===== src/rtl/pixel_stream_pkg.sv =====
// Shared constants, state encoding and geometry helper for the pixel stream sequencer.
package pixel_stream_pkg;

  localparam int unsigned PIX_PER_BEAT    = 8;
  localparam int unsigned BEATS_PER_GROUP = 4;
  localparam int unsigned X_W             = 13;
  localparam int unsigned Y_W             = 12;
  localparam int unsigned GROUP_W         = 8;

  typedef enum logic {
    ST_IDLE = 1'b0,
    ST_RUN  = 1'b1
  } state_t;

  // x of the last beat in a line: 8 * (4 * groups - 1)
  function automatic logic [X_W-1:0] line_last_x(input logic [GROUP_W-1:0] groups);
    return X_W'(32'(groups) * PIX_PER_BEAT * BEATS_PER_GROUP - PIX_PER_BEAT);
  endfunction

endpackage


===== src/rtl/pixel_seq_counter.sv =====
// Beat/line position counter with registered end-of-line and last-line flags.
module pixel_seq_counter
  import pixel_stream_pkg::*;
(
  input  logic               clk,
  input  logic               rst,
  input  logic               load,
  input  logic               advance,
  input  logic [GROUP_W-1:0] cfg_groups,
  input  logic [Y_W-1:0]     cfg_lines,
  output logic [X_W-1:0]     x,
  output logic [Y_W-1:0]     y,
  output logic               eol,
  output logic               last_line
);

  logic [X_W-1:0] last_x_q;
  logic [Y_W-1:0] lines_q;

  // Flags are computed from next-state values so they line up with x/y.
  always_ff @(posedge clk) begin
    if (rst) begin
      last_x_q  <= '0;
      lines_q   <= '0;
      x         <= '0;
      y         <= '0;
      eol       <= 1'b0;
      last_line <= 1'b0;
    end else if (load) begin
      last_x_q  <= line_last_x(cfg_groups);
      lines_q   <= cfg_lines;
      x         <= '0;
      y         <= '0;
      eol       <= 1'b0;
      last_line <= (cfg_lines == Y_W'(1));
    end else if (advance) begin
      if (eol && last_line) begin
        x         <= '0;
        y         <= '0;
        eol       <= 1'b0;
        last_line <= 1'b0;
      end else if (eol) begin
        // A line is at least 4 beats, so the first beat of a line is never eol.
        x         <= '0;
        y         <= y + Y_W'(1);
        eol       <= 1'b0;
        last_line <= ((y + Y_W'(1)) == (lines_q - Y_W'(1)));
      end else begin
        x   <= x + X_W'(PIX_PER_BEAT);
        eol <= ((x + X_W'(PIX_PER_BEAT)) == last_x_q);
      end
    end
  end

endmodule


===== src/rtl/pixel_stream_sequencer.sv =====
// Frame sequencer issuing beat coordinates to a pixel source/packer with valid/ready flow control.
// Optional PIXEL_SEQ_STALL_CNT_EN adds a saturating stall cycle counter output.
module pixel_stream_sequencer
  import pixel_stream_pkg::*;
(
  input  logic               aclk,
  input  logic               areset,
  input  logic               start,
  input  logic               stop,
  input  logic [GROUP_W-1:0] cfg_groups,
  input  logic [Y_W-1:0]     cfg_lines,
  input  logic               in_ready,
  output logic               valid,
  output logic               sof,
  output logic               eol,
  output logic [X_W-1:0]     x,
  output logic [Y_W-1:0]     y,
  output logic               busy,
  output logic               frame_done,
  output logic               cfg_err
`ifdef PIXEL_SEQ_STALL_CNT_EN
  ,
  output logic [31:0]        stall_cnt
`endif
);

  state_t state;
  logic   cfg_ok;
  logic   accept;
  logic   xfer;
  logic   last_line;

  assign cfg_ok = (cfg_groups != '0) && (cfg_lines != '0);
  assign accept = (state == ST_IDLE) && start && !stop && cfg_ok;
  assign xfer   = valid && in_ready;

  pixel_seq_counter u_counter (
    .clk        (aclk),
    .rst        (areset),
    .load       (accept),
    .advance    (xfer),
    .cfg_groups (cfg_groups),
    .cfg_lines  (cfg_lines),
    .x          (x),
    .y          (y),
    .eol        (eol),
    .last_line  (last_line)
  );

  // Frame control FSM; valid is held through RUN and drops only after the final transfer.
  always_ff @(posedge aclk) begin
    if (areset) begin
      state      <= ST_IDLE;
      valid      <= 1'b0;
      sof        <= 1'b0;
      busy       <= 1'b0;
      frame_done <= 1'b0;
      cfg_err    <= 1'b0;
    end else begin
      frame_done <= 1'b0;
      cfg_err    <= 1'b0;
      case (state)
        ST_IDLE: begin
          if (start && !stop) begin
            if (cfg_ok) begin
              state <= ST_RUN;
              valid <= 1'b1;
              sof   <= 1'b1;
              busy  <= 1'b1;
            end else begin
              cfg_err <= 1'b1;
            end
          end
        end
        ST_RUN: begin
          if (xfer) begin
            sof <= 1'b0;
            if (eol && last_line) begin
              state      <= ST_IDLE;
              valid      <= 1'b0;
              busy       <= 1'b0;
              frame_done <= 1'b1;
            end
          end
        end
        default: state <= ST_IDLE;
      endcase
    end
  end

`ifdef PIXEL_SEQ_STALL_CNT_EN
  // Cycles spent waiting on downstream, per frame.
  always_ff @(posedge aclk) begin
    if (areset || accept) begin
      stall_cnt <= '0;
    end else if (valid && !in_ready && (stall_cnt != 32'hFFFF_FFFF)) begin
      stall_cnt <= stall_cnt + 32'd1;
    end
  end
`endif

endmodule


===== config.mk =====
export PLATFORM = sky130hd
export DESIGN_NAME = pixel_stream_sequencer
export DESIGN_NICKNAME = d
export VERILOG_FILES = /design/src/rtl/pixel_stream_pkg.sv /design/src/rtl/pixel_seq_counter.sv /design/src/rtl/pixel_stream_sequencer.sv
export SDC_FILE = /design/constraint.sdc
export NUM_CORES = 1
export LEC_CHECK = 0
export ABC_AREA = 0
export CAP_MARGIN = 20
export CORE_AREA = 2 2 87 89
export DETAILED_ROUTE_END_ITERATION = 8
export DIE_AREA = 0 0 89 91
export HOLD_SLACK_MARGIN = 0.08
export PLACE_DENSITY = 0.66
export SLEW_MARGIN = 10
export SYNTH_ARGS = -nofsm -noshare
export SYNTH_HDL_FRONTEND = slang
export SYNTH_SLANG_ARGS = --single-unit

===== constraint.sdc =====
create_clock -name aclk -period 5.8 [get_ports aclk]
set_input_delay 1.74 -clock aclk [delete_from_list [all_inputs] [get_ports aclk]]
set_output_delay 1.74 -clock aclk [all_outputs]
set_load 0.02 [all_outputs]

==> results of run 1 <==
[per-stage QoR]
step / utilization / instance area (µm²) / setup slack, ns / hold WS (ns) / cells
2_1_floorplan: - / 2960 / 2.72 / 0.447 / 368
3_3_place_gp: 0.492 / 3510 / 1.91 / 0.474 / 499
3_5_place_dp: 0.492 / 3510 / 1.83 / 0.477 / 499
4_1_cts: 0.508 / 3620 / 2.16 / 0.491 / 506
5_1_grt: 0.508 / 3620 / 1.89 / 0.515 / 506
6_report: 0.508 / 3620 / 2.19 / 0.488 / 506
[flip-flops by register name (all words and copies together) (netlist names)]
name	cells
u_counter.x	10
u_counter.y	12
frame_done	1
u_counter.last_x_q	9
state	1
busy	1
u_counter.lines_q	12
cfg_err	1
u_counter.eol	1
sof	1
u_counter.last_line	1
[area by class of cell]
type | instances | area [µm²] | share of cell area
tap | 99 | 124 | 0.0342
clock inverter | 1 | 30.0 | 0.00828
clock buffer | 6 | 82.6 | 0.0228
inverter | 9 | 33.8 | 0.00932
timing repair buffer | 55 | 543 | 0.150
sequential | 50 | 1000 | 0.276
multi-input combinational | 286 | 1810 | 0.499
[where the power goes]
group	internal [W]	switching [W]
Combinational	0.0000633	0.0000578
Sequential	0.000353	0.0000116
Clock	0.000138	0.000111
Total	0.000554	0.000181
[cells in the mapped netlist (all sizes together), types with 5 or more instances]
cell	count	area, µm²
xnor2	35	325
nor4	8	50.1
nor3b	7	52.6
xor2	9	78.8
nor3	8	45.0
buf	7	43.8
a21oi	36	180
clkbuf	16	70.1
nand2	21	78.8
o21ai	19	95.1
ha	5	62.6
nor2	57	221
mux2i	12	120
inv	9	33.8
dfxtp	50	1000
or3	9	61.3
nand3	10	50.1
[metal layers]
layer / up-vias / track usage
met5: - / 0
met4: 0 / 0.0435
met3: 6 / 0.0218
met2: 62 / 0.246
met1: 1183 / 0.270
li1: 1349 / -
[worst min-delay path: cells and delay by family, from the launching register on]
family	cells	cell delay, ns
flip-flops	1	0.33
AO/OA/AOI/OAI	1	0.06
buffers and inverters	1	0.05
[logic make-up (layout without fill, tap and decap cells)]
| group | count (synthesis) | in the layout | synth area share |
|---|---|---|---|
| AND/OR/NAND/NOR | 149 | 149 | 0.260 |
| AO/OA/AOI/OAI | 71 | 71 | 0.134 |
| flip-flops | 50 | 50 | 0.339 |
| XOR/XNOR | 46 | 46 | 0.153 |
| buffers and inverters | 32 | 71 | 0.0500 |
| multiplexers | 12 | 12 | 0.0407 |
| adder cells (fa/ha/maj) | 5 | 5 | 0.0212 |
| other | 1 | 3 | 0.00127 |
[final timing paths]
check	to	slack (ns)	cells past startpoint
worst max-delay path	u_counter.x[7]	2.19	6
worst max register to register	u_counter.last_line	3.56	7
worst min register to register	sof	0.49	2
worst min-delay path	sof	0.49	2
==> metrics.csv, run 1 <==
stage,metric,value,unit
floorplanning,dieArea,8100,µm²
placed_design,gp_congestion,0.807,
setup_path,cp-start-kind,input pin,
floorplanning,die_h,91,µm
power_and_ir_drop,ir_drop,0.119,mV
final_layout,synthToLayoutAreaGrowth,22.8,%
clock_network,htreeDepth,2,
route,vias_per_cell,5.14,
setup_path,crit_arrival,3.82,ns
sta,fmax,0.277,GHz
global_routing,grt_pass1_vias,2306,
clock_network,cts_root_buffer,clkbuf_8,
setup_path,critPathSlowestCell,nand2b_1,
sta,skew,0.00526,ns
synth,synth_edf_count,0,
synth,synth_area_per_cell,8.06,µm²
power_and_ir_drop,leakage,1.31,nW
synth,ys_ff_latch,50,
sta,period_share,0.622,
clock_network,cts_hold_buf,0,
sta,finalSetupViolCount,0,
floorplanning,pin_count,56,
sta,tightest_slew,0.940,ns
route,antenna_left,0,
synth,synth_cell_types,52,
route,wl_met1,3.61,mm
global_routing,grt_pass1_wl,11.3,mm
route,first_pass_iters,4,
sta,slew_viol_final,0,
final_layout,layout_common_cells,"nor2_1 (56), clkdlybuf4s50_1 (52), dfxtp_1 (50)",
worst_hold_path,hp-class,flip-flop to flip-flop,
final_layout,fillers,715,
setup_path,worstPathCellList,clkdlybuf4s50_1 > nor4_1 > nand3_1 > o211ai_1 > nand2b_1 > a21oi_1,
clock_network,cts_buffer_depth,2,
final_layout,nNetsFinal,437,
setup_path,crit_family,simple AND/OR/NAND/NOR gates,
sta,fin_crit,3.61,ns
final_layout,final_common_cell,nor2_1,
final_layout,n_antenna_cell,0,
placed_design,hpwlAfterDp,4.91,mm
floorplanning,die_w,89,µm
synth,synth-async-reset-ratio,0,
route,vias,2600,
sta,setup_tns,0,ns
synth,ys.flop_type,dfxtp_1,
clock_network,cts_tree,done,
route,drc,0,
clock_network,clk-insertion-delay-late,0.30,ns
synth,netlist_area,2950,µm²
floorplanning,start_util,0.414,
floorplanning,row_count,31,
run,cap_viol_max_count,0,
placed_design,numPortBuffers,52,
route,post_drt_wl_per_cell,13.4,µm
route,routed_wl,6.76,mm
route,dr_wl_met3,262,µm
power_and_ir_drop,cellPowerDensity,203,nW/µm²
setup_path,critPathLaunch,cfg_groups[3],
worst_hold_path,hp-start,sof,
setup_path,critPathMaxStageDelay,0.54,ns
power_and_ir_drop,p_total,0.000735,W
sta,hold_violations,0,
global_routing,gr-total-overflow,0,
clock_network,post_cts_resized,0,
clock_network,cts.sink_count,50,
synth,synth.yosys.seq_area_share,0.339,
global_routing,antenna_found_initial,0,
clock_network,path_clk_slew,0.09,ns
global_routing,grt_max_degree,32,
setup_path,path_class,input pin to flip-flop,
floorplanning,core-area,7140,µm²
synth,ys_warn_count,0,
setup_path,crit_path_end_kind,flip-flop,
sta,slew_headroom,0.373,
outcome,status,finished clean,
synth,synthCells,366,
route,wl_met2,2.82,mm
route,drtIter0Drc,162,
setup_path,rr_startpoint,u_counter.y[0],
setup_path,cp.required,6.01,ns
clock_network,post_cts_buffers,0,
final_layout,drive_above_1_share,0.0491,
setup_path,worst-path-max-fanout,23,
sta,rsz0062_at_grt,false,
route,dr.max_layer_used,met4,
global_routing,grt_usage,0.172,
clock_network,cts_inserted_buffers,5,
setup_path,crit_buf_inv,1,
(Power assumes the default switching activity.)
==> inputs of run 2 (changes only) <==
Settings changed: PLACE_DENSITY 0.66 to 0.68.
Clock period 5.8 ns to 3.25 ns, I/O delays scaled along.
==> metrics.csv, run 2 (synthesis gave the netlist of run 1 again) <==
stage,metric,value,unit
outcome,status,finished clean,
final_layout,reg.largest.list,"u_counter.lines_q x12, u_counter.y x12, u_counter.x x10",
final_layout,layout_common_cells,"nor2_1 (56), clkdlybuf4s50_1 (52), dfxtp_1 (50)",
floorplanning,row_count,31,
sta,setup_tns,0,ns
floorplanning,dieArea,8100,µm²
floorplanning,die_w,89,µm
route,vias_per_cell,5.24,
run,cap_viol_max_count,0,
route,drc,0,
global_routing,grt_pass1_wl,11.8,mm
sta,period_share,0.830,
final_layout,synthToLayoutAreaGrowth,23.2,%
setup_path,worst-path-max-fanout,5,
setup_path,crit_arrival,2.94,ns
power_and_ir_drop,cellPowerDensity,346,nW/µm²
sta,rsz0062_at_grt,false,
placed_design,numPortBuffers,52,
final_layout,final_common_cell,nor2_1,
final_layout,layout.cells.non_filler,511,
clock_network,cts_root_buffer,clkbuf_8,
sta,fin_crit,2.70,ns
final_layout,n_antenna_cell,0,
setup_path,path_class,input pin to flip-flop,
route,post_drt_wl_per_cell,13.6,µm
global_routing,grt_usage,0.180,
global_routing,gr-total-overflow,0,
sta,fmax,0.371,GHz
clock_network,post_cts_resized,0,
route,drtIter0Drc,185,
clock_network,cts_buffer_depth,2,
route,vias,2676,
floorplanning,start_util,0.414,
route,first_pass_iters,4,
final_layout,fillers,715,
clock_network,clk-insertion-delay-late,0.30,ns
placed_design,hpwlAfterDp,5.13,mm
setup_path,cp.required,3.50,ns
clock_network,htreeDepth,2,
floorplanning,core-area,7140,µm²
setup_path,cp-start-kind,input pin,
floorplanning,pin_count,56,
clock_network,cts_inserted_buffers,5,
setup_path,crit_path_end_kind,flip-flop,
clock_network,cts_tree,done,
worst_hold_path,hp-class,flip-flop to flip-flop,
sta,slew_viol_final,0,
power_and_ir_drop,ir_drop,0.177,mV
sta,hold_violations,0,
power_and_ir_drop,leakage,1.32,nW
route,routed_wl,6.95,mm
placed_design,gp_congestion,0.851,
sta,finalSetupViolCount,0,
final_layout,nNetsFinal,441,
route,antenna_left,0,
global_routing,grt_max_degree,24,
global_routing,grt_pass1_vias,2461,
clock_network,post_cts_buffers,0,
clock_network,path_clk_slew,0.09,ns
final_layout,drive_above_1_share,0.0607,
clock_network,cts_hold_buf,0,
sta,skew,0.00476,ns
clock_network,cts.sink_count,50,
global_routing,antenna_found_initial,0,
floorplanning,die_h,91,µm
placed_design,placed_cells,503,
## run 2: critical path, stage by stage
cell and delay [ns]:
clkdlybuf4s50_1 0.49, nor4_1 0.37, nand3_1 0.21, and2_2 0.22, a21o_2 0.21, nor4_1 0.28, a41o_1 0.19
## run 2: worst paths after layout
check / from / slack (ns) / to / cells past startpoint
max reg2reg: u_counter.y[0] / 0.97 / u_counter.last_line / 7
max: cfg_groups[3] / 0.55 / u_counter.last_line / 7
min: u_counter.last_x_q[4] / 0.50 / u_counter.last_x_q[4] / 2
min reg2reg: u_counter.last_x_q[4] / 0.50 / u_counter.last_x_q[4] / 2
## run 2: area by class of cell
| cell class | count | area [µm²] | area share |
|---|---|---|---|
| clock buffers | 6 | 82.6 | 0.0227 |
| multi-input cells | 286 | 1810 | 0.498 |
| flip-flops and latches | 50 | 1000 | 0.275 |
| inverters | 9 | 33.8 | 0.00929 |
| clock inverters | 2 | 12.5 | 0.00344 |
| well taps | 99 | 124 | 0.0341 |
| repair buffers | 59 | 573 | 0.158 |
## run 2: stage by stage
| stage | hold slack (ns) | power, W | area, µm² | util | setup slack (ns) |
|---|---|---|---|---|---|
| 2_1_floorplan | 0.447 | 0.000818 | 2960 | - | 0.939 |
| 3_3_place_gp | 0.470 | 0.000883 | 3540 | 0.496 | 0.285 |
| 3_5_place_dp | 0.480 | 0.000888 | 3540 | 0.496 | 0.259 |
| 4_1_cts | 0.496 | 0.00127 | 3640 | 0.510 | 0.579 |
| 5_1_grt | 0.525 | 0.00132 | 3640 | 0.510 | 0.413 |
| 6_report | 0.497 | 0.00126 | 3640 | 0.510 | 0.553 |
## run 2: layer usage
metal  part of all wire  up-vias  GRT usage
li1                   -     1361          -
met1               0.48     1229      0.267
met2               0.45       84      0.271
met3              0.060        2     0.0318
met4             0.0071        0     0.0398
met5                  0        -          0
## run 2: power by group
| part | switching, W | total, W | internal (W) |
|---|---|---|---|
| combinational | 0.000107 | 0.000223 | 0.000116 |
| clock | 0.000213 | 0.000385 | 0.000172 |
| sequential | 0.0000212 | 0.000651 | 0.000630 |
